### src/rtl/pb_io_pkg.sv
// Shared constants for the processor I/O controller: port map, key codes and
// interrupt FSM state encoding.
package pb_io_pkg;

  localparam logic [7:0] PortData   = 8'h00;
  localparam logic [7:0] PortStatus = 8'hFE;
  localparam logic [7:0] PortEoi    = 8'hFF;

  localparam logic [7:0] KeySumar     = 8'h57;
  localparam logic [7:0] KeyRestar    = 8'h53;
  localparam logic [7:0] KeyIzquierda = 8'h65;
  localparam logic [7:0] KeyDerecha   = 8'h68;

  typedef enum logic [1:0] {
    StIdle    = 2'd0,
    StReq     = 2'd1,
    StService = 2'd2
  } irq_state_e;

endpackage

### src/rtl/pb_io_ctrl_if.sv
// Processor-side port bus: address/data strobes, read data and the interrupt
// request/acknowledge pair.
interface pb_io_ctrl_if #(
  parameter int unsigned DATA_W = 8
);

  logic [7:0]        port_id;
  logic [DATA_W-1:0] out_port;
  logic              write_strobe;
  logic              read_strobe;
  logic              interrupt_ack;
  logic [DATA_W-1:0] in_port;
  logic              interrupt;

  modport master (
    output port_id,
    output out_port,
    output write_strobe,
    output read_strobe,
    output interrupt_ack,
    input  in_port,
    input  interrupt
  );

  modport slave (
    input  port_id,
    input  out_port,
    input  write_strobe,
    input  read_strobe,
    input  interrupt_ack,
    output in_port,
    output interrupt
  );

endinterface

### src/rtl/pb_key_decode.sv
// Decodes the port-1 value into registered one-cycle key command pulses.
module pb_key_decode
  import pb_io_pkg::*;
#(
  parameter int unsigned DATA_W = 8
) (
  input  logic              clk,
  input  logic              reset,
  input  logic [DATA_W-1:0] key,
  output logic              sumar,
  output logic              restar,
  output logic              izquierda,
  output logic              derecha
);

  always_ff @(posedge clk or negedge reset) begin
    if (!reset) begin
      sumar     <= 1'b0;
      restar    <= 1'b0;
      izquierda <= 1'b0;
      derecha   <= 1'b0;
    end else begin
      sumar     <= (key == DATA_W'(KeySumar));
      restar    <= (key == DATA_W'(KeyRestar));
      izquierda <= (key == DATA_W'(KeyIzquierda));
      derecha   <= (key == DATA_W'(KeyDerecha));
    end
  end

endmodule

### src/rtl/pb_io_ctrl.sv
// Processor I/O controller: edge-triggered prioritised interrupts with EOI,
// writable output port registers and a key-command decoder on port 1.
module pb_io_ctrl
  import pb_io_pkg::*;
#(
  parameter int unsigned          DATA_W     = 8,
  parameter int unsigned          NUM_OUT    = 4,
  parameter int unsigned          NUM_IRQ    = 4,
  parameter logic [NUM_OUT-1:0]   PULSE_MASK = NUM_OUT'(1)
) (
  input  logic                        clk,
  input  logic                        reset,
  pb_io_ctrl_if.slave                 bus,
  input  logic [NUM_IRQ-1:0]          irq_src,
  input  logic [NUM_IRQ*DATA_W-1:0]   irq_data,
  output logic [NUM_OUT*DATA_W-1:0]   port_q,
  output logic                        sumar,
  output logic                        restar,
  output logic                        izquierda,
  output logic                        derecha
);

  localparam int unsigned CurW = (NUM_IRQ > 1) ? $clog2(NUM_IRQ) : 1;

  function automatic logic [CurW-1:0] lowest_set(input logic [NUM_IRQ-1:0] v);
    lowest_set = '0;
    for (int i = NUM_IRQ - 1; i >= 0; i--) begin
      if (v[i]) lowest_set = CurW'(i);
    end
  endfunction

  irq_state_e          state_q;
  logic [CurW-1:0]     cur_q;
  logic                interrupt_q;
  logic [NUM_IRQ-1:0]  irq_q;
  logic [NUM_IRQ-1:0]  irq_armed_q;
  logic [NUM_IRQ-1:0]  pending_q, pending_d;
  logic [NUM_IRQ-1:0]  irq_rise;
  logic [NUM_IRQ-1:0]  pend_clr;
  logic                ack_fire;
  logic                eoi;
  logic [DATA_W-1:0]   pend_ext;
  logic [DATA_W-1:0]   in_port_d;
  logic [NUM_OUT*DATA_W-1:0] port_d;
  logic                unused_read_strobe;

  // Status reads are side-effect free, so the read qualifier is not needed.
  assign unused_read_strobe = bus.read_strobe;

  // A source counts only once it has been seen low since reset.
  assign irq_rise = irq_src & ~irq_q & irq_armed_q;
  assign ack_fire = (state_q == StReq) && bus.interrupt_ack;
  assign eoi      = bus.write_strobe && (bus.port_id == PortEoi);

  always_comb begin
    pend_clr = '0;
    if (ack_fire) pend_clr[cur_q] = 1'b1;
  end

  // A new edge on the source being acknowledged wins over its clear.
  assign pending_d = (pending_q & ~pend_clr) | irq_rise;

  always_ff @(posedge clk or negedge reset) begin
    if (!reset) begin
      irq_q       <= '0;
      irq_armed_q <= '0;
      pending_q   <= '0;
    end else begin
      irq_q       <= irq_src;
      irq_armed_q <= irq_armed_q | ~irq_src;
      pending_q   <= pending_d;
    end
  end

  always_ff @(posedge clk or negedge reset) begin
    if (!reset) begin
      state_q     <= StIdle;
      cur_q       <= '0;
      interrupt_q <= 1'b0;
    end else begin
      unique case (state_q)
        StIdle: begin
          if (|pending_q) begin
            cur_q       <= lowest_set(pending_q);
            interrupt_q <= 1'b1;
            state_q     <= StReq;
          end
        end
        StReq: begin
          if (bus.interrupt_ack) begin
            interrupt_q <= 1'b0;
            state_q     <= StService;
          end
        end
        StService: begin
          if (eoi) state_q <= StIdle;
        end
        default: begin
          interrupt_q <= 1'b0;
          state_q     <= StIdle;
        end
      endcase
    end
  end

  assign bus.interrupt = interrupt_q;

  always_comb begin
    pend_ext                = '0;
    pend_ext[NUM_IRQ-1:0]   = pending_q;
    in_port_d               = '0;
    if ((bus.port_id == PortData) && (state_q != StIdle)) begin
      in_port_d = irq_data[int'(cur_q)*DATA_W +: DATA_W];
    end else if (bus.port_id == PortStatus) begin
      in_port_d = pend_ext;
    end
  end

  assign bus.in_port = in_port_d;

  // Pulse-mode ports drop back to zero on any cycle they are not rewritten.
  always_comb begin
    port_d = port_q;
    for (int k = 0; k < NUM_OUT; k++) begin
      if (PULSE_MASK[k]) port_d[k*DATA_W +: DATA_W] = '0;
      if (bus.write_strobe && (bus.port_id == 8'(k + 1))) begin
        port_d[k*DATA_W +: DATA_W] = bus.out_port;
      end
    end
  end

  always_ff @(posedge clk or negedge reset) begin
    if (!reset) begin
      port_q <= '0;
    end else begin
      port_q <= port_d;
    end
  end

  pb_key_decode #(
    .DATA_W (DATA_W)
  ) u_key_decode (
    .clk       (clk),
    .reset     (reset),
    .key       (port_q[DATA_W-1:0]),
    .sumar     (sumar),
    .restar    (restar),
    .izquierda (izquierda),
    .derecha   (derecha)
  );

endmodule

### src/flat_wrapper.sv
// flat-port wrapper written by rule: the top's interface ports become plain ports
module pb_io_ctrl_flat import pb_io_pkg::*;
#(
  parameter int unsigned          DATA_W     = 8,
  parameter int unsigned          NUM_OUT    = 4,
  parameter int unsigned          NUM_IRQ    = 4,
  parameter logic [NUM_OUT-1:0]   PULSE_MASK = NUM_OUT'(1)
)
  (clk, reset, irq_src, irq_data, port_q, sumar, restar, izquierda, derecha, bus_port_id, bus_out_port, bus_write_strobe, bus_read_strobe, bus_interrupt_ack, bus_in_port, bus_interrupt);
  pb_io_ctrl_if #(.DATA_W(DATA_W)) bus_i ();
  input  logic clk;
  input  logic reset;
  input  logic [NUM_IRQ-1:0] irq_src;
  input  logic [NUM_IRQ*DATA_W-1:0] irq_data;
  output logic [NUM_OUT*DATA_W-1:0] port_q;
  output logic sumar;
  output logic restar;
  output logic izquierda;
  output logic derecha;
  input wire logic [$bits(bus_i.port_id)-1:0] bus_port_id;
  input wire logic [$bits(bus_i.out_port)-1:0] bus_out_port;
  input wire logic [$bits(bus_i.write_strobe)-1:0] bus_write_strobe;
  input wire logic [$bits(bus_i.read_strobe)-1:0] bus_read_strobe;
  input wire logic [$bits(bus_i.interrupt_ack)-1:0] bus_interrupt_ack;
  output wire logic [$bits(bus_i.in_port)-1:0] bus_in_port;
  output wire logic [$bits(bus_i.interrupt)-1:0] bus_interrupt;
  assign bus_i.port_id = bus_port_id;
  assign bus_i.out_port = bus_out_port;
  assign bus_i.write_strobe = bus_write_strobe;
  assign bus_i.read_strobe = bus_read_strobe;
  assign bus_i.interrupt_ack = bus_interrupt_ack;
  assign bus_in_port = bus_i.in_port;
  assign bus_interrupt = bus_i.interrupt;
  pb_io_ctrl #(.DATA_W(DATA_W), .NUM_OUT(NUM_OUT), .NUM_IRQ(NUM_IRQ), .PULSE_MASK(PULSE_MASK)) u_core (.clk(clk), .reset(reset), .bus(bus_i), .irq_src(irq_src), .irq_data(irq_data), .port_q(port_q), .sumar(sumar), .restar(restar), .izquierda(izquierda), .derecha(derecha));
endmodule
### config.mk
export PLATFORM = sky130hd
export DESIGN_NAME = pb_io_ctrl_flat
export DESIGN_NICKNAME = d
export VERILOG_FILES = /design/src/rtl/pb_io_pkg.sv /design/src/rtl/pb_io_ctrl_if.sv /design/src/rtl/pb_key_decode.sv /design/src/rtl/pb_io_ctrl.sv /design/src/flat_wrapper.sv
export SDC_FILE = /design/constraint.sdc
export NUM_CORES = 1
export LEC_CHECK = 0
export ABC_AREA = 1
export CAP_MARGIN = 20
export CORE_ASPECT_RATIO = 1.1
export CORE_MARGIN = 2
export CORE_UTILIZATION = 45
export CTS_BUF_LIST = sky130_fd_sc_hd__clkbuf_8
export CTS_CLUSTER_DIAMETER = 40
export CTS_CLUSTER_SIZE = 25
export DETAILED_ROUTE_END_ITERATION = 16
export PLACE_DENSITY = 0.82
export SKIP_CTS_REPAIR_TIMING = 1
export SLEW_MARGIN = 40
export SYNTH_ARGS = -nofsm -noshare
export SYNTH_HDL_FRONTEND = slang
export SYNTH_SLANG_ARGS = --single-unit
### constraint.sdc
create_clock -name clk -period 1.6 [get_ports clk]
set_input_delay 0.4 -clock clk [delete_from_list [all_inputs] [get_ports clk]]
set_output_delay 0.4 -clock clk [all_outputs]
set_load 0.005 [all_outputs]
== Yosys cells after proc, flatten, opt, wreduce, memory -nomap -nowiden ==
Cells that the tools add are included.
Storage, ports and cells
  input port bits: 57
  bits in registers: 53
  output and inout bits: 45
  logic and storage cells: 73
Cells by class
  shift operators: 1
  muxes and demuxes: 17
  reduce and logical (&&, ||, !) cells: 15
  order comparisons: 2
  equal/unequal tests: 15
  bitwise logic cells: 9
Operators by type and width (number)
  8-bit by 7-bit equality test with 1-bit output, second input constant: 4
  32-bit by 6-bit indexed part select with 8-bit output: 1
  8-bit by 2-bit equality test with 1-bit output, second input constant: 2
  8-bit equality test, second input constant: 2
  8-bit two-way mux: 2
  2-bit two-way mux: 7
  4-bit AND: 3
  4-bit NOT: 3
  8-bit by 1-bit equality test with 1-bit output, second input constant: 1
  8-bit by 3-bit equality test with 1-bit output, second input constant: 1
  1-bit logical AND: 8
  8-bit zero test: 1
  4-bit two-way mux: 2
  4-bit bitwise OR: 2
  2-bit one-hot mux with 3 select lines: 1
  3-bit AND reduction: 2
  2-bit by 1-bit inequality test with 1-bit output, second input constant: 2
  4-bit OR reduction: 1
  2-bit by 3-bit < comparator with 1-bit output, second input constant: 1
  1-bit two-way mux: 3
  1-bit one-hot mux with 3 select lines: 1
  1-bit demux with 2-bit select: 1
  2-bit by 1-bit equality test with 1-bit output, second input constant: 1
  2-bit equality test, second input constant: 1
  other kinds (6): 6

== Longest topological paths before layout ==
  depth after elaboration: 8
  mapped depth: 7
  gate-level depth less buffers: 7

== Hierarchy ==
A second synthesis with hierarchy kept.
Unflattened totals
  cell total of the unflattened synthesis: 352
  area, all modules: 2666.3 um2
By module, submodules not included
  pb_io_ctrl: sequential area each 1226.2 um2, instances 1, cells an instance 322, area an instance 2466.1 um2
  pb_key_decode: sequential area each 100.1 um2, instances 1, cells an instance 30, area an instance 200.2 um2

== Worst setup path after synthesis ==
Ideal clock, no wire load.
  path type: input -> output
  start: input bus_port_id[1]
  end: output bus_in_port[0]
  required time: 1.200 ns
  cell stages on the path: 7
  path slack: 0.125 ns
  buffers on the path: 0
  arrival: 1.075 ns
  path through: inv_1 nand2_1 nor2_2 nand3_2 nand2_1 inv_1 nor2_1
On the way
  longest elaborated chain between the ends: 3
  elaborated cells on any way between the ends: 5
  those cells by class: eq/ne: 1; mux: 2; reduce/logical: 2
Ends and longest elaborated chain
  start, declared: RTL line flat_wrapper.sv:20  | input wire logic [$bits(bus_i.port_id)-1:0] bus_port_id;
  8-bit equality test / 8-bit zero test (equally long branches): RTL line pb_io_ctrl.sv:114, pb_io_ctrl.sv:112
  4-bit two-way mux / 1-bit logical AND (equally long branches): RTL line pb_io_ctrl.sv:114, pb_io_ctrl.sv:112
  8-bit two-way mux (*): RTL line pb_io_ctrl.sv:112  | if ((bus.port_id == PortData) && (state_q != StIdle)) begin
  end, declared: RTL line flat_wrapper.sv:25  | output wire logic [$bits(bus_i.in_port)-1:0] bus_in_port;
Mark *: on every way between the ends. The rest lies on a longest branch, timed or not.

== Worst setup path after layout ==
  start: register u_core.state_q[1]
  end: output bus_in_port[0]
On the way
  longest elaborated chain between the ends: 3
Ends and longest elaborated chain
  start, declared: RTL line pb_io_ctrl.sv:32  | irq_state_e state_q;
  start signal, assigned: RTL line pb_io_ctrl.sv:77  | state_q <= StIdle;
  start signal, assigned: RTL line pb_io_ctrl.sv:86  | state_q <= StReq;
  start signal, assigned: RTL line pb_io_ctrl.sv:92  | state_q <= StService;
  2-bit nonzero test: RTL line pb_io_ctrl.sv:112
  1-bit logical AND: RTL line pb_io_ctrl.sv:112
  8-bit two-way mux: RTL line pb_io_ctrl.sv:112
No other way between the ends.

==> summary.txt <==
Wire length per cell: 13.9 um
Detailed placer's ending HPWL: 5480 um
Slowest cell delay on critical path: 0.41 ns
Clock root cell: clkbuf_8
Final period util: 1.23
CTS buffer count: 5
Syn Nets: 382
Clk sinks: 53
Status: finished, violations left
DRT iter0 DRCs: 98
Final wirelength: 7710 um
Synth cell count leaders: 107 x nand2_1, 53 x dfrtp_1, 37 x nand3_1
NumNets Final: 532
DR DRC count: 0
Synth Area per Inst: 8.05 um2
WP data required: 1.20 ns
Worst EP arrival: 1.57 ns
Crit path top cell by count: buf_6
Yosys warnings: 0
CP Cell Sequence: nor2_4, nor2_4, nand3_4, buf_6, buf_6, buf_6, nor2_2, nor2_1, buf_2
RSZ-0062 raised after global routing: true
Max-cap violations: 0
Die Area: 0.00644 mm2
Gr usage total: 0.226
Worst Reg2Reg Path Length in Cells: 5
Final worst slack: -0.374 ns
Hold Path Class: in -> async
Slowest-stage cell, CP: dfrtp_1
Synth Register Bits: 53
Ports: 102
IO buf count: 100
H-tree depth: 2
Reg clk slew, reported paths: 0.09 ns
Hold Violations, Final: 0
Number of antenna diodes: 0
Synth Cell Area: 0.00262 mm2
TritonCTS clock tree: yes
Count of final setup violators: 8
Pwr/cell area: 897 mW/mm2
Largest net degree at the start of global routing: 39
Slew of the pin with the lowest slew margin: 0.397 ns
Core box area: 0.00570 mm2
Min Tclk post-route: 1.97 ns
Starting density of the core: 0.459
Slew Limit Fails: 0
Worst rel slew slack: 0.736
Yosys cell types: 27
Switching Fraction: 0.328
Number of global-route vias before repair: 2576
First-pass GRT wire length: 11800 um
Asr flop ratio synth: 1.00
Final cell utilization of the core: 0.764
Final Skew: 0.00441 ns
Pleak: 0.00276 uW
Violated checks: negative setup slack
Sequential share of power: 0.405
Combinational fraction of design power: 0.363
Final GP Congestion: 0.874
Fin area: 0.00435 mm2
Highest clock rate: 0.507 GHz
Worst setup SP type: flip-flop
Die width: 76.7 um
Num rows: 29
Top_reg_cell synth: dfrtp_1
Via density: 4.91
Via Count: 2713
Most common cell in the netlist: nand2_1
Die height: 84.0 um
Clock latency on the worst-skew pair: 0.31 ns
Share of layout cells above drive strength 1: 0.258
Top cell type by total area after synthesis: dfrtp_1
Post-Synthesis Cells: 325
DRT Pass-1 Iters: 4
Gr ovfl total: 0
Switching power: 1280 uW
DP Area: 0.00389 mm2
VDD IR-drop max: 855 uV
Sequential area share after synthesis: 0.507
EDFF count, synth: 0
Worst Path Class, Setup: reg -> out
Fillers: 400
Crit. End Element: output pin
Max clock buf depth: 2
CP max FO: 3
Initial antenna violation count: 0
Synth top area share: 0.507
Power Internal: 2620 uW
Post-DRT Antenna Nets: 0
Top cells by area, synth: dfrtp_1 51%, nand2_1 15%, nand3_1 7.1%
Clock share of power: 0.232
Layout area overhead: 66.2%
Pre-CTS setup slack: -0.911 ns
-- per-stage QoR --
stage                     power, uW  hold WS, ns  std cells  TNS (ns)
final                          3900      0.00438        553     -2.07
after global routing           4140       0.0122        553     -2.77
after CTS                      3670      0.00661        530     -7.20
after detailed placement       2770        0.344        522    -13.28
after global placement         2740        0.337        522    -12.11
after floorplan                2150        0.104        325         0
-- logic make-up after synthesis --
group | synth area share
and+or+nand+nor | 0.378
buffers and inverters | 0.0684
AOI/OAI and AO/OA | 0.0468
DFF | 0.507
-- power groups by stage --
stage / Combinational [uW] / Sequential, uW / Clock (uW)
floorplan: 579 / 1570 / 0
global placement: 1170 / 1580 / 0
detailed placement: 1190 / 1580 / 0
CTS: 1190 / 1560 / 920
global route: 1560 / 1590 / 980
finish: 1420 / 1580 / 904
-- cells in the final DEF, fill, tap and decap left out, types with 2 or more instances in the layout --
master	netlist	final
buf_4	0	39
nand3_1	37	37
o21ai_0	7	7
o21ai_2	8	8
a21oi_1	2	2
clkdlybuf4s50_1	0	52
nor2_1	29	17
dfrtp_1	53	52
nand4_1	4	4
nand2_1	107	102
nand3_4	2	3
nor2_2	10	18
buf_12	0	2
inv_1	34	31
inv_2	3	6
buf_6	1	8
dlymetal6s2s_1	0	40
clkbuf_8	0	5
nand2_2	4	9
nand2_4	2	2
nor2_4	3	7
clkbuf_2	0	2
buf_2	2	6
nor3_1	6	5
-- layer usage --
layer	global-route usage	wire length (um)
met1	0.263	2940
met2	0.414	4100
met3	0.0498	505
met4	0.0612	159
met5	0	0
-- cell type report --
| class | instances | area, um2 | share of cell area |
|---|---|---|---|
| multi-input cells | 228 | 1190 | 0.273 |
| flip-flops and latches | 53 | 1330 | 0.305 |
| repair buffers | 149 | 1480 | 0.341 |
| inverters | 38 | 143 | 0.0328 |
| well taps | 77 | 96.3 | 0.0221 |
| clock buffers | 5 | 68.8 | 0.0158 |
| clock inverters | 3 | 43.8 | 0.0101 |
-- sequential cells by signal (all words and copies together), names as in the netlist --
register / count
u_core.u_key_decode.derecha: 1
u_core.u_key_decode.izquierda: 1
u_core.bus.interrupt: 1
u_core.irq_armed_q: 4
u_core.u_key_decode.restar: 1
u_core.port_q: 32
u_core.irq_q: 4
u_core.pending_q: 4
u_core.state_q: 2
u_core.cur_q: 2
u_core.u_key_decode.sumar: 1
-- worst paths after layout --
path / startpoint / end / slack (ns)
max: u_core.state_q[1] / bus_in_port[0] / -0.37
min: reset / u_core.port_q[19] / 0.004
max reg2reg: u_core.state_q[1] / u_core.pending_q[1] / 0.35
min reg2reg: u_core.irq_q[2] / u_core.pending_q[2] / 0.44
max in group asynchronous: reset / u_core.cur_q[0] / 1.06
min in group clk: u_core.irq_q[2] / u_core.pending_q[2] / 0.44
-- critical path: cells and delay by family, from the launching register on --
family | cells | cell delay (ns)
DFF | 1 | 0.41
buffers and inverters | 4 | 0.46
and+or+nand+nor | 5 | 0.41
No activity file was read; power rests on OpenSTA's default activity.
